$ cat config.mk
export PLATFORM = sky130hd
export DESIGN_NAME = corelet_seq
export DESIGN_NICKNAME = d
export VERILOG_FILES = /design/src/rtl/corelet_seq.sv
export SDC_FILE = /design/constraint.sdc
export NUM_CORES = 1
export LEC_CHECK = 0
export ABC_AREA = 1
export BUFFER_PORTS_ARGS = -buffer_cell sky130_fd_sc_hd__buf_2
export CORE_AREA = 2 2 73 68
export CTS_BUF_LIST = sky130_fd_sc_hd__clkbuf_8
export CTS_CLUSTER_DIAMETER = 40
export DETAILED_ROUTE_END_ITERATION = 10
export DIE_AREA = 0 0 75 70
export SYNTH_ARGS = -nofsm -noshare
export SYNTH_HDL_FRONTEND = slang
export SYNTH_SLANG_ARGS = --single-unit
$ cat constraint.sdc
create_clock -name clk -period 2.5 [get_ports clk]
set_input_delay 0.375 -clock clk [delete_from_list [all_inputs] [get_ports clk]]
set_output_delay 0.375 -clock clk [all_outputs]
set_load 0.005 [all_outputs]
$ cat src/rtl/corelet_seq.sv
// corelet_seq: tile sequencer that drives weight load, drain, execute and OFIFO
// readout for a row x col PE array. Optional zero-row statistics: CORELET_SEQ_ZSTAT_EN.
module corelet_seq #(
   parameter int row     = 8,
   parameter int col     = 8,
   parameter int bw      = 4,
   parameter int max_len = 64,
   parameter int cnt_w   = $clog2(max_len + 1)
) (
   input  logic                clk,
   input  logic                reset,
   input  logic                start,
   input  logic                abort,
   input  logic                reuse_w,
   input  logic                acc_mode,
   input  logic [cnt_w-1:0]    num_vec,
   input  logic                l0_valid,
   input  logic [bw*row-1:0]   l0_rdata,
   input  logic                ofifo_valid,
   output logic                l0_rd,
   output logic [2:0]          inst_w,
   output logic                ofifo_rd,
   output logic                sfp_acc,
   output logic                busy,
   output logic                done,
   output logic [cnt_w-1:0]    zero_cnt
);

   typedef enum logic [2:0] {IDLE, WLOAD, WDRAIN, EXEC, READ, DONE} state_t;

   // One shared counter covers load reads, drain cycles and vector counts.
   localparam int ctr_w = $clog2(max_len + row + col + 1);

   state_t             state, state_nx;
   logic [ctr_w-1:0]   ctr, ctr_nx;
   logic [cnt_w-1:0]   nv_q;
   logic               acc_q;
   logic [ctr_w-1:0]   nv_ext;
   logic               nv_zero;
   logic               accept;

   assign nv_ext  = ctr_w'(nv_q);
   assign nv_zero = (nv_q == '0);
   assign accept  = (state == IDLE) && start;

   always_ff @(posedge clk) begin
      if (reset) begin
         state <= IDLE;
         ctr   <= '0;
         nv_q  <= '0;
         acc_q <= 1'b0;
      end else begin
         state <= state_nx;
         ctr   <= ctr_nx;
         if (accept) begin
            nv_q  <= (num_vec > cnt_w'(max_len)) ? cnt_w'(max_len) : num_vec;
            acc_q <= acc_mode;
         end
      end
   end

   // NOTE: every combinational output gets a default first so no path infers a latch.
   always_comb begin
      state_nx = state;
      ctr_nx   = ctr;
      l0_rd    = 1'b0;
      inst_w   = 3'b000;
      ofifo_rd = 1'b0;
      done     = 1'b0;
      case (state)
         IDLE: begin
            if (start) begin
               ctr_nx = '0;
               if (!reuse_w)           state_nx = WLOAD;
               else if (num_vec == '0) state_nx = READ;
               else                    state_nx = EXEC;
            end
         end
         WLOAD: begin
            l0_rd  = l0_valid;
            inst_w = l0_valid ? 3'b001 : 3'b000;
            if (l0_valid) begin
               if (ctr == ctr_w'(col - 1)) begin
                  ctr_nx   = '0;
                  state_nx = WDRAIN;
               end else begin
                  ctr_nx = ctr + ctr_w'(1);
               end
            end
         end
         WDRAIN: begin
            if (ctr == ctr_w'(row + col - 1)) begin
               ctr_nx   = '0;
               state_nx = nv_zero ? DONE : EXEC;
            end else begin
               ctr_nx = ctr + ctr_w'(1);
            end
         end
         EXEC: begin
            l0_rd  = l0_valid;
            inst_w = l0_valid ? 3'b010 : 3'b000;
            if (l0_valid) begin
               if (ctr + ctr_w'(1) == nv_ext) begin
                  ctr_nx   = '0;
                  state_nx = READ;
               end else begin
                  ctr_nx = ctr + ctr_w'(1);
               end
            end
         end
         READ: begin
            // An empty tile reaches READ only via reuse; it must not pop the OFIFO.
            if (nv_zero) begin
               state_nx = DONE;
            end else begin
               ofifo_rd = ofifo_valid;
               if (ofifo_valid) begin
                  if (ctr + ctr_w'(1) == nv_ext) begin
                     ctr_nx   = '0;
                     state_nx = DONE;
                  end else begin
                     ctr_nx = ctr + ctr_w'(1);
                  end
               end
            end
         end
         DONE: begin
            done     = 1'b1;
            state_nx = IDLE;
         end
         default: state_nx = IDLE;
      endcase

      if (abort && state != IDLE) begin
         state_nx = IDLE;
         ctr_nx   = '0;
         l0_rd    = 1'b0;
         inst_w   = 3'b000;
         ofifo_rd = 1'b0;
         done     = 1'b0;
      end
   end

   assign busy    = (state != IDLE);
   assign sfp_acc = acc_q & ofifo_rd;

`ifdef CORELET_SEQ_ZSTAT_EN
   always_ff @(posedge clk) begin
      if (reset) begin
         zero_cnt <= '0;
      end else if (accept) begin
         zero_cnt <= '0;
      end else if (state == EXEC && l0_rd && l0_rdata == '0 &&
                   zero_cnt < cnt_w'(max_len)) begin
         zero_cnt <= zero_cnt + cnt_w'(1);
      end
   end
`else
   wire unused_rdata = ^l0_rdata;
   assign zero_cnt = '0;
`endif

endmodule
==> results by group, run 1 <==
Status
  • Status: finished clean

Critical path
  • Critical path fanouts, max: 6
  • Flop2flop setup slack: 0.68 ns
  • Endpoint type of the worst setup path: flop
  • Arr. time, crit path: 1.97 ns
  • Kind of critical path: flop to flop
  • RR Endpoint: ctr[5]$_SDFFE_PP0P_
  • Required time of the critical path: 2.65 ns
  • FF-to-FF path depth: 14
  • R2r startpoint: ctr[0]$_SDFFE_PP0P_
  • Startpoint types: flop

CTS
  • Clock buffer depth: 2
  • Num CTS Buffers: 3
  • H-tree depth: 1
  • CTS root buf: clkbuf_8
  • CTS tree: done
  • Clock latency on the worst-skew pair: 0.25 ns
  • Post-CTS setup buffers: 0
  • Clock sinks: 18
  • Clock slew at reported path FFs: 0.07 ns
  • Hold buffer count at CTS: 0
  • Post-CTS Resized: 0

Hold path
  • Min-Delay Endpoint: nv_ext[2]$_SDFFE_PP0P_
  • Worst Hold Class: input pin to flop
  • Worst hold path cell count: 3
  • Hold_sp: num_vec[2]

Synth
  • Adder-cell share of the synthesized area: less than 1%
  • Yosys top cell area share: between 20 and 30%
  • Post-synthesis simple-gate area fraction: 41.2%
  • Largest cells by area after synthesis: dfxtp_1 (28%), nand2_1 (15%), inv_1 (8.4%)
  • YS warnings: 0
  • Largest family of logic cells by synthesized area: simple AND/OR/NAND/NOR gates
  • Dominant synthesized flop cell: dfxtp_1
  • Mux cell area share after synthesis: 0%
  • Sequential area share after synthesis: 27.9%
  • Synth Cell Area: 1290 um2
  • Ys async rst share: 0%
  • Compound-Gate Fraction of Synth Area: 14.0%
  • Avg Cell Area, Syn: 6.05 um2
  • EDFF count, synth: 0
  • Xor/xnor share of the synthesized area: 1.35%
  • Synthesized flop and latch total: 18
  • Gate count of the mapped netlist: 214
  • Yosys cell types: 29
  • Cell taking the most area after synthesis: dfxtp_1

Cells and area
  • Layout cells sized above 1: 17.0%
  • Filler cell count: 534
  • Fin util: approximately a third
  • Most common cell after layout, fill and taps aside: nand2_1
  • # diodes: 0
  • Area grow syn2layout: 14.3%
  • Nets: 285
  • Commonest non-fill, non-tap cells in the layout: nand2_1 (52), inv_1 (29), nor2_1 (28), buf_2 (21), nand3_1 (19)

STA
  • Fin Clk Skew: 0.00296 ns
  • Slew @ Worst Pin: 0.548 ns
  • WHS: between 0.3 and 0.4 ns
  • Final hold violations: 0
  • Total negative setup slack: 0 ns
  • Max Freq: 0.549 GHz
  • Relative slew slack: 63.3%
  • RSZ-0062 raised after global routing: false
  • Setup violators final: 0
  • Period minus WS final: roughly 1.8 ns
  • Tcrit/Tclk final: about 73%
  • Setup ws final: approximately 0.68 ns
  • Max-slew violations: 0

Job
  • MaxCap Viol Count: 0

Die
  • Die area: ~5300 um2
  • I/O pin count: 62
  • Starting density of the core: 28.2%
  • DIE WIDTH: 75 um
  • Core box area: 4590 um2
  • Die height: roughly 70 um
  • Row cnt: 24

Power and ir drop
  • Clock share of power: ~13%
  • Power Dens Cells: roughly 1100 nW/um2
  • Flop pwr share: 27.3%
  • Int Power: 0.805 mW
  • P_sw: 0.812 mW
  • Sw Share: 50.2%
  • Pleak: 0.697 nW
  • Logic pwr share: around three fifths
  • Max VDD drop: 0.518 mV

Global routing
  • First-pass GRT wire length: 5000 um
  • Pin count of the biggest net entering global routing: 14
  • Initial antenna violation count: 0
  • Total grt overflow: 0
  • Total GRT Usage: 12.0%
  • Number of global-route vias before repair: 1108

Drt
  • 1st-iter DRT viols: 76
  • Drt first pass iters: 4
  • Routed WL per cell: approximately 10 um
  • Vias: 1296
  • Post-DR vias/cell: 4.32
  • # DRC: 0
  • Routed Antenna Nets: 0
  • Routed WL: roughly 3000 um

Place
  • RD Place Congestion: 0.815
  • Pre-CTS setup slack: 0.681 ns
  • Port-buffer cells: 21
  • Detailed placement HPWL: roughly 2400 um
layout make-up:
class | instances | area, um2 | share of cell area (%)
multi-input combinational | 162 | 774 | 52.4
sequential | 18 | 360 | 24.4
inverter | 31 | 116 | 7.87
timing repair buffer | 21 | 105 | 7.11
tap | 65 | 81.3 | 5.50
clock buffer | 3 | 41.3 | 2.79
state kept, by name, summed over array words and instances, names as in the netlist:
| register | cells |
|---|---|
| state | 3 |
| nv_ext | 7 |
| acc_q | 1 |
| ctr | 7 |
how the worst max path moves through the flow:
stage | start | end | slack, ns | depth (start not counted)
floorplan | ctr[0]$_SDFFE_PP0P_ | ctr[1]$_SDFFE_PP0P_ | 0.92 | 14
global placement | ctr[0]$_SDFFE_PP0P_ | ctr[3]$_SDFFE_PP0P_ | 0.69 | 14
detailed placement | ctr[0]$_SDFFE_PP0P_ | ctr[5]$_SDFFE_PP0P_ | 0.68 | 14
CTS | ctr[0]$_SDFFE_PP0P_ | ctr[5]$_SDFFE_PP0P_ | 0.67 | 14
global route | ctr[0]$_SDFFE_PP0P_ | ctr[1]$_SDFFE_PP0P_ | 0.44 | 14
finish | ctr[0]$_SDFFE_PP0P_ | ctr[5]$_SDFFE_PP0P_ | 0.68 | 14
per-stage QoR:
step                power, mW  cell area (um2)  cells
floorplan                1.22             1320    221
finish                   1.62             1480    300
global placement         1.42             1440    297
detailed placement       1.43             1440    297
CTS                      1.64             1480    300
global route             1.78             1480    300
power by group through the flow:
stage          Clock [mW]  Combinational, mW  Sequential [mW]
2_1_floorplan           0              0.792            0.425
3_3_place_gp            0              0.977            0.446
3_5_place_dp            0              0.981            0.447
4_1_cts             0.213              0.985            0.440
5_1_grt             0.224               1.11            0.453
6_report            0.203              0.973            0.442
per-layer routing:
layer | GRT usage (%) | wire, um | up-vias | part of all wire [%]
met5 | 0 | 0 | - | 0
met4 | 4.76 | 26 | 0 | 0.87
met3 | 3.17 | 188 | 4 | 6.3
met2 | 16.7 | 1240 | 44 | 42
met1 | 17.5 | 1530 | 530 | 51
li1 | - | - | 718 | -
logic make-up after synthesis:
kind of cell    after synthesis
fa+ha+maj                     1
compound gates               32
buf+inv                      41
flops                        18
simple gates                119
other cells                   1
xor+xnor                      2
Yosys cell counts, types with 3 or more instances:
cell / count
o21ai_0: 9
nand2_2: 5
dfxtp_1: 18
inv_1: 29
nor2_1: 28
buf_4: 8
a211oi_1: 4
nand4_1: 3
nand3_1: 19
nor2_2: 4
nand2_1: 52
a21oi_1: 13
critical path, cell delays in order (launching register included):
cell	delay (ns)
dfxtp_1	0.42
ha_1	0.25
nand2_2	0.10
nor2_2	0.13
nand2_1	0.06
nand2_1	0.07
nand2_1	0.07
nand2_1	0.06
nand2_1	0.05
nor2_2	0.08
nand2_2	0.07
nand2_1	0.09
nand2_2	0.11
nand3_1	0.09
a21oi_1	0.06
Note: power is estimated with default switching activity, not from simulation.
==> run 2, diff against run 1 <==
==> constraint.sdc (replaced) <==
create_clock -name clk -period 1.7 [get_ports clk]
set_input_delay 0.255 -clock clk [delete_from_list [all_inputs] [get_ports clk]]
set_output_delay 0.255 -clock clk [all_outputs]
set_load 0.005 [all_outputs]
==> run 2 against run 1 <==
- combinational power is 76% higher
- utilization is 4.3 points higher
- sequential cell count stayed put
- largest cell class unchanged
- sequential share of layout area is 2.3 points lower
- highest routed layer unchanged
- critical endpoint is now state[0]$_SDFFE_PP0P_
==> results by group, run 2 (synthesized netlist as in run 1, its figures left out) <==
Global routing
  • Met2 Use GR: 18.9% (+2.2 points)
  • Grt met3 use: 1.73% (-1.4 points)
  • Met1 Use GR: 18.8% (+1.3 points)
  • GRT busiest layer: met2
  • Number of global-route vias before repair: 1176 (+6.1%)
  • Pin count of the biggest net entering global routing: 11 (-3)
  • Total grt overflow: 0 (unchanged)
  • First-pass GRT wire length: 5330 um (+6.6%)
  • Total GRT Usage: 12.8% (+0.73 points)
  • Initial antenna violation count: 0 (unchanged)

STA
  • Period minus WS final: 1.67 ns (-0.152 ns)
  • Setup violators final: 0 (unchanged)
  • Tcrit/Tclk final: 98.2% (+25 points)
  • Fin Clk Skew: 0.00434 ns (+0.00138 ns)
  • WHS: 0.254 ns (-0.126 ns)
  • Final hold violations: 0 (unchanged)
  • RSZ-0062 raised after global routing: true
  • Max Freq: 0.599 GHz (+9.1%)
  • Max-slew violations: 0 (unchanged)

Hold path
  • Worst Hold Class: input pin to flop
  • Worst hold path cell count: 3 (unchanged)

Drt
  • # DRC: 0 (unchanged)
  • Post-DR vias/cell: 4.39 (+1.6%)
  • Vias: 1369 (+5.6%)
  • Drt first pass iters: 4 (unchanged)
  • 1st-iter DRT viols: 50 (-34%)
  • Routed Antenna Nets: 0 (unchanged)
  • Routed WL per cell: 10.2 um (+1.9%)
  • Routed WL: 3170 um (+6.0%)

CTS
  • CTS root buf: clkbuf_8
  • Num CTS Buffers: 3 (unchanged)
  • Clock buffer depth: 2 (unchanged)
  • Clock slew at reported path FFs: 0.08 ns (about the same)
  • Clock latency on the worst-skew pair: 0.26 ns (about the same)
  • Clock sinks: 18 (unchanged)
  • H-tree depth: 1 (unchanged)
  • Hold buffer count at CTS: 0 (unchanged)
  • CTS tree: done

Power and ir drop
  • Overall Power: 2.73 mW (+69%)
  • Pleak: 0.778 nW (+12%)
  • Logic pwr share: 62.6% (+2.5 points)
  • Flop pwr share: 24.0% (-3.3 points)
  • Power Dens Cells: 1630 nW/um2 (+49%)
  • Clock share of power: 13.4% (+0.9 points)
  • P_sw: 1.34 mW (+65%)
  • Int Power: 1.39 mW (+72%)
  • Max VDD drop: 0.822 mV (+59%)
  • Sw Share: 49.1% (-1.1 points)

Place
  • Port-buffer cells: 21 (unchanged)
  • Placed cell area: 1510 um2 (+4.7%)
  • Placed insts: 306 (+3.0%)
  • Detailed placement HPWL: 2470 um (+1.9%)
  • RD Place Congestion: 0.800 (-1.8%)

Die
  • Die height: 70 um (unchanged)
  • DIE WIDTH: 75 um (unchanged)
  • Row cnt: 24 (unchanged)
  • Starting density of the core: 28.2% (unchanged)
  • Core box area: 4590 um2 (unchanged)
  • I/O pin count: 62 (unchanged)
  • Die area: 5250 um2 (unchanged)

Cells and area
  • # diodes: 0 (unchanged)
  • Nets: 296 (+3.9%)
  • Layout cells sized above 1: 32.4% (+15 points)
  • Commonest non-fill, non-tap cells in the layout: nand2_1 (44), inv_1 (29), nor2_1 (26), buf_2 (21), nand3_1 (16)
  • Filler cell count: 501 (-6.2%)
  • Fin util: 36.5% (+4.3 points)
  • Final cell count without fillers: 312 (+4.0%)
  • Final instance area: 1680 um2 (+13%)
  • Area grow syn2layout: 29.7%
  • Most common cell after layout, fill and taps aside: nand2_1

Critical path
  • Endpoint type of the worst setup path: flop
  • Worst-path cell chain: ha_4 -> nand2_4 -> nor2_4 -> nand2_2 -> nand2_2 -> buf_4 -> nand3_1 -> nand2_1 -> nor2_1 -> nand2_2 -> nand2_2 -> and2_4 -> nor2_1 -> nor2_1
  • Slowest cell on the critical path: dfxtp_2
  • Crit-path max cell delay: 0.34 ns (-0.08 ns)
  • Critical path fanouts, max: 4 (-2)
  • Startpoint types: flop
  • Kind of critical path: flop to flop
  • CP dominant cell by count: nand2_2
  • Required time of the critical path: 1.89 ns (-0.76 ns)
  • Arr. time, crit path: 1.86 ns (-0.11 ns)
  • FF-to-FF path depth: 14 (unchanged)

Status
  • Status: finished clean

Job
  • MaxCap Viol Count: 0 (unchanged)
## run 2: repair_timing
| action | CTS | global route |
|---|---|---|
| pin swaps | 0 | 11 |
| buffers inserted | 0 | 2 |
| gates resized for setup | 2 | 31 |
| setup endpoints to repair | 9 | 12 |
## run 2: power groups by stage
stage	registers, mW	clock network [mW]	logic [mW]
floorplan	0.625	0	1.17
global placement	0.635	0	1.56
detailed placement	0.638	0	1.57
CTS	0.632	0.377	1.58
global route	0.674	0.399	1.93
finish	0.655	0.366	1.71
## run 2: critical path: cells and delay by family (launching register included)
kind	cells	cell delay, ns
adder cells (fa/ha/maj)	1	0.17
buffers and inverters	1	0.13
flip-flops	1	0.34
AND/OR/NAND/NOR	12	0.97
## run 2: final timing paths
path	start	to	slack, ns
setup / recovery	ctr[1]$_SDFFE_PP0P_	state[0]$_SDFFE_PP0P_	0.03
hold / removal	num_vec[2]	nv_ext[2]$_SDFFE_PP0P_	0.25
setup reg to reg	ctr[1]$_SDFFE_PP0P_	state[0]$_SDFFE_PP0P_	0.03
hold reg to reg	acc_q$_SDFFE_PP0P_	acc_q$_SDFFE_PP0P_	0.47
## run 2: final cells by class
class	count	area (um2)	area share [%]
well taps	65	81.3	4.85
repair buffers	32	188	11.2
multi-input cells	162	867	51.7
inverters	31	116	6.94
clock buffers	4	55.1	3.28
flip-flops and latches	18	370	22.1
## run 2: routing by layer
layer,share of wire (%),wire (um)
met5,0,0
met4,0.95,30
met3,3.5,112
met2,45,1420
met1,51,1600
## run 2: through the flow
| step | setup slack (ns) | TNS (ns) |
|---|---|---|
| 2_1_floorplan | 0.117 | 0 |
| 3_3_place_gp | -0.00142 | -0.00142 |
| 3_5_place_dp | -0.0205 | -0.0553 |
| 4_1_cts | 0.00643 | 0 |
| 5_1_grt | -0.105 | -0.644 |
| 6_report | 0.0310 | 0 |
==> run 3, diff against run 2 <==
==> config.mk (replaced) <==
export PLATFORM = sky130hd
export DESIGN_NAME = corelet_seq
export DESIGN_NICKNAME = d
export VERILOG_FILES = /design/src/rtl/corelet_seq.sv
export SDC_FILE = /design/constraint.sdc
export NUM_CORES = 1
export LEC_CHECK = 0
export BUFFER_PORTS_ARGS = -buffer_cell sky130_fd_sc_hd__buf_2
export CELL_PAD_IN_SITES_DETAIL_PLACEMENT = 1
export CELL_PAD_IN_SITES_GLOBAL_PLACEMENT = 2
export CORE_AREA = 2 2 83 77
export CTS_BUF_LIST = sky130_fd_sc_hd__clkbuf_8
export CTS_CLUSTER_DIAMETER = 40
export DETAILED_ROUTE_END_ITERATION = 10
export DIE_AREA = 0 0 85 79
export PLACE_DENSITY_LB_ADDON = 0.1
export SYNTH_ARGS = -nofsm -noshare
export SYNTH_HDL_FRONTEND = slang
export SYNTH_SLANG_ARGS = --single-unit
==> run 3 against run 2 <==
- the flow now finishes with violations (setup timing)
- final area is 33% higher
- first-iteration DRC count is 4.0% lower
- register-to-register slack got worse by 0.37 ns
- clock skew rose by 0.0027 ns
- critical path type unchanged
- utilization increased by 1.3 points
- synthesized area is 17% higher
- combinational power decreased by 8%
- largest power group unchanged
- critical path depth down 7
- synthesized cell count fell by 12%
==> results by group, run 3 <==
Power and ir drop
  • Clock share of power: 15.2% (+1.8 points)
  • Max VDD drop: 0.543 mV (-34%)
  • P_sw: 1.02 mW (-24%)
  • Int Power: 1.50 mW (+8.2%)
  • Sw Share: 40.5% (-8.6 points)
  • Overall Power: 2.53 mW (-7.5%)
  • Flop pwr share: 22.3% (-1.7 points)
  • Pleak: 0.937 nW (+20%)
  • Logic pwr share: 62.5% (about the same)
  • Power Dens Cells: 1130 nW/um2 (-31%)

Global routing
  • First-pass GRT wire length: 8800 um (+65%)
  • Pin count of the biggest net entering global routing: 16 (+5)
  • Total GRT Usage: 16.6% (+3.8 points)
  • Number of global-route vias before repair: 1811 (+54%)
  • Total grt overflow: 0 (unchanged)
  • Initial antenna violation count: 0 (unchanged)

Critical path
  • CP dominant cell by count: mux2i_1
  • Worst-path cell chain: ha_4 -> xor2_1 -> o211ai_1 -> mux2i_1 -> or4_4 -> a31oi_1 -> mux2i_1
  • Arr. time, crit path: 2.18 ns (+0.32 ns)
  • Buf/Inv on CP: 0 (-1)
  • Required time of the critical path: 1.85 ns (-0.04 ns)
  • Crit-path max cell delay: 0.56 ns (+0.22 ns)
  • Critical path fanouts, max: 7 (+3)
  • Kind of critical path: flop to flop
  • Slowest cell on the critical path: or4_4
  • Startpoint types: flop
  • Endpoint type of the worst setup path: flop
  • CP top delay family: simple AND/OR/NAND/NOR gates

CTS
  • CTS root buf: clkbuf_8
  • Hold buffer count at CTS: 0 (unchanged)
  • Clock slew at reported path FFs: 0.09 ns (about the same)
  • Clock buffer depth: 2 (unchanged)
  • Num CTS Buffers: 3 (unchanged)
  • Clock latency on the worst-skew pair: 0.27 ns (about the same)
  • H-tree depth: 1 (unchanged)
  • Clock sinks: 18 (unchanged)
  • CTS tree: done

Drt
  • Vias: 1640 (+20%)
  • Post-DR vias/cell: 4.98 (+14%)
  • Routed Antenna Nets: 0 (unchanged)
  • Routed WL per cell: 16.4 um (+61%)
  • # DRC: 0 (unchanged)
  • Routed WL: 5390 um (+70%)
  • Drt first pass iters: 4 (unchanged)
  • 1st-iter DRT viols: 48 (-4.0%)

Die
  • Starting density of the core: 25.7% (-2.5 points)
  • DIE WIDTH: 85 um (+13%)
  • Die area: 6720 um2 (+28%)
  • Die height: 79 um (+13%)
  • I/O pin count: 62 (unchanged)
  • Row cnt: 27 (+13%)
  • Core box area: 5910 um2 (+29%)

Synth
  • EDFF count, synth: 0 (unchanged)
  • Yosys top cell area share: 23.7% (-4.1 points)
  • Top-count cell post-synth: dfxtp_1
  • Sequential area share after synthesis: 23.7% (-4.1 points)
  • Dominant synthesized flop cell: dfxtp_1
  • Synthesized flop and latch total: 18 (unchanged)
  • Ys async rst share: 0% (unchanged)
  • Synth cell count leaders: dfxtp_1 (18), a21oi_1 (15), nor2_1 (15)
  • Synth Cell Area: 1520 um2 (+17%)
  • Cell taking the most area after synthesis: dfxtp_1
  • Avg Cell Area, Syn: 8.03 um2 (+33%)
  • Gate count of the mapped netlist: 189 (-12%)
  • Largest cells by area after synthesis: dfxtp_1 (24%), a21oi_1 (4.9%), buf_4 (4.9%)
  • Yosys cell types: 56 (+93%)
  • YS warnings: 0 (unchanged)

Place
  • RD Place Congestion: 0.739 (-7.7%)
  • Pre-CTS setup slack: -0.339 ns (-0.318 ns)
  • Port-buffer cells: 21 (unchanged)
  • Detailed placement HPWL: 4260 um (+72%)

STA
  • Setup ws final: -0.337 ns (-0.368 ns)
  • Setup violators final: 11 (+11)
  • Total negative setup slack: -2.61 ns (-2.61 ns)
  • Fin Clk Skew: 0.00706 ns (+0.00273 ns)
  • Max-slew violations: 0 (unchanged)
  • WHS: 0.241 ns (-0.0128 ns)
  • Period minus WS final: 2.04 ns (+0.368 ns)
  • Max Freq: 0.491 GHz (-18%)
  • Tcrit/Tclk final: 120% (+22 points)
  • Final hold violations: 0 (unchanged)
  • RSZ-0062 raised after global routing: true

Cells and area
  • Most common cell after layout, fill and taps aside: buf_4
  • Nets: 306 (+3.4%)
  • Layout cells sized above 1: 47.1% (+15 points)
  • # diodes: 0 (unchanged)
  • Area grow syn2layout: 47.2%
  • Commonest non-fill, non-tap cells in the layout: buf_4 (51), buf_2 (21), nor2_1 (14), a21oi_1 (14), dfxtp_2 (10)

Job
  • MaxCap Viol Count: 0 (unchanged)

Status
  • Status: finished with violations
  • Failing checks: setup timing

Hold path
  • Worst Hold Class: input pin to flop
==> run 3: layer usage <==
metal	vias up	GRT usage (%)	wire length [um]
li1	810	-	-
met1	802	19.4	2380
met2	24	31.3	2810
met3	4	2.49	126
met4	0	4.13	80
met5	-	0	0
==> run 3: final timing paths <==
check / start / endpoint / slack [ns] / cells after the start
worst max register to register: ctr[0]$_SDFFE_PP0P_ / ctr[5]$_SDFFE_PP0P_ / -0.34 / 7
worst max-delay path: ctr[0]$_SDFFE_PP0P_ / ctr[5]$_SDFFE_PP0P_ / -0.34 / 7
worst min register to register: acc_q$_SDFFE_PP0P_ / acc_q$_SDFFE_PP0P_ / 0.46 / 2
worst min-delay path: acc_mode / acc_q$_SDFFE_PP0P_ / 0.24 / 3
==> run 3: stage by stage <==
step | util (%) | cell area [um2] | instances
floorplan | - | 1590 | 196
global placement | 34.3 | 2030 | 320
detailed placement | 34.3 | 2030 | 320
CTS | 37.2 | 2200 | 329
global route | 37.8 | 2230 | 329
finish | 37.8 | 2230 | 329
==> run 3: cell families after synthesis <==
family / after synthesis / synth area share, %
multiplexers: 4 / 2.72
buffers and inverters: 25 / 10.2
AND/OR/NAND/NOR: 80 / 31.7
XOR/XNOR: 12 / 6.92
flip-flops: 18 / 23.7
adder cells (fa/ha/maj): 1 / 0.824
other: 1 / 0.247
AO/OA/AOI/OAI: 48 / 23.7
==> run 3: cell type report <==
| cell class | instances | area [um2] |
|---|---|---|
| timing repair buffer | 77 | 544 |
| fill | 718 | 3680 |
| sequential | 18 | 380 |
| tap | 72 | 90.1 |
| multi-input combinational | 153 | 1150 |
| clock buffer | 4 | 55.1 |
| inverter | 5 | 18.8 |
==> run 3: power by group through the flow <==
stage          Combinational (mW)  Clock [mW]  Sequential (mW)
2_1_floorplan               0.789           0            0.547
3_3_place_gp                 1.33           0            0.553
5_1_grt                      1.72       0.415            0.573
4_1_cts                      1.51       0.398            0.558
3_5_place_dp                 1.37           0            0.556
6_report                     1.58       0.384            0.563
==> run 3: tightest hold or removal path: stages <==
cell     delay [ns]
buf_2          0.10
nand3_1        0.06
a21oi_1        0.05
==> run 3: timing repair <==
item,in CTS,in global routing
setup endpoints to repair,14,15
pin swaps,12,6
setup buffers,5,1
resized for setup,21,10
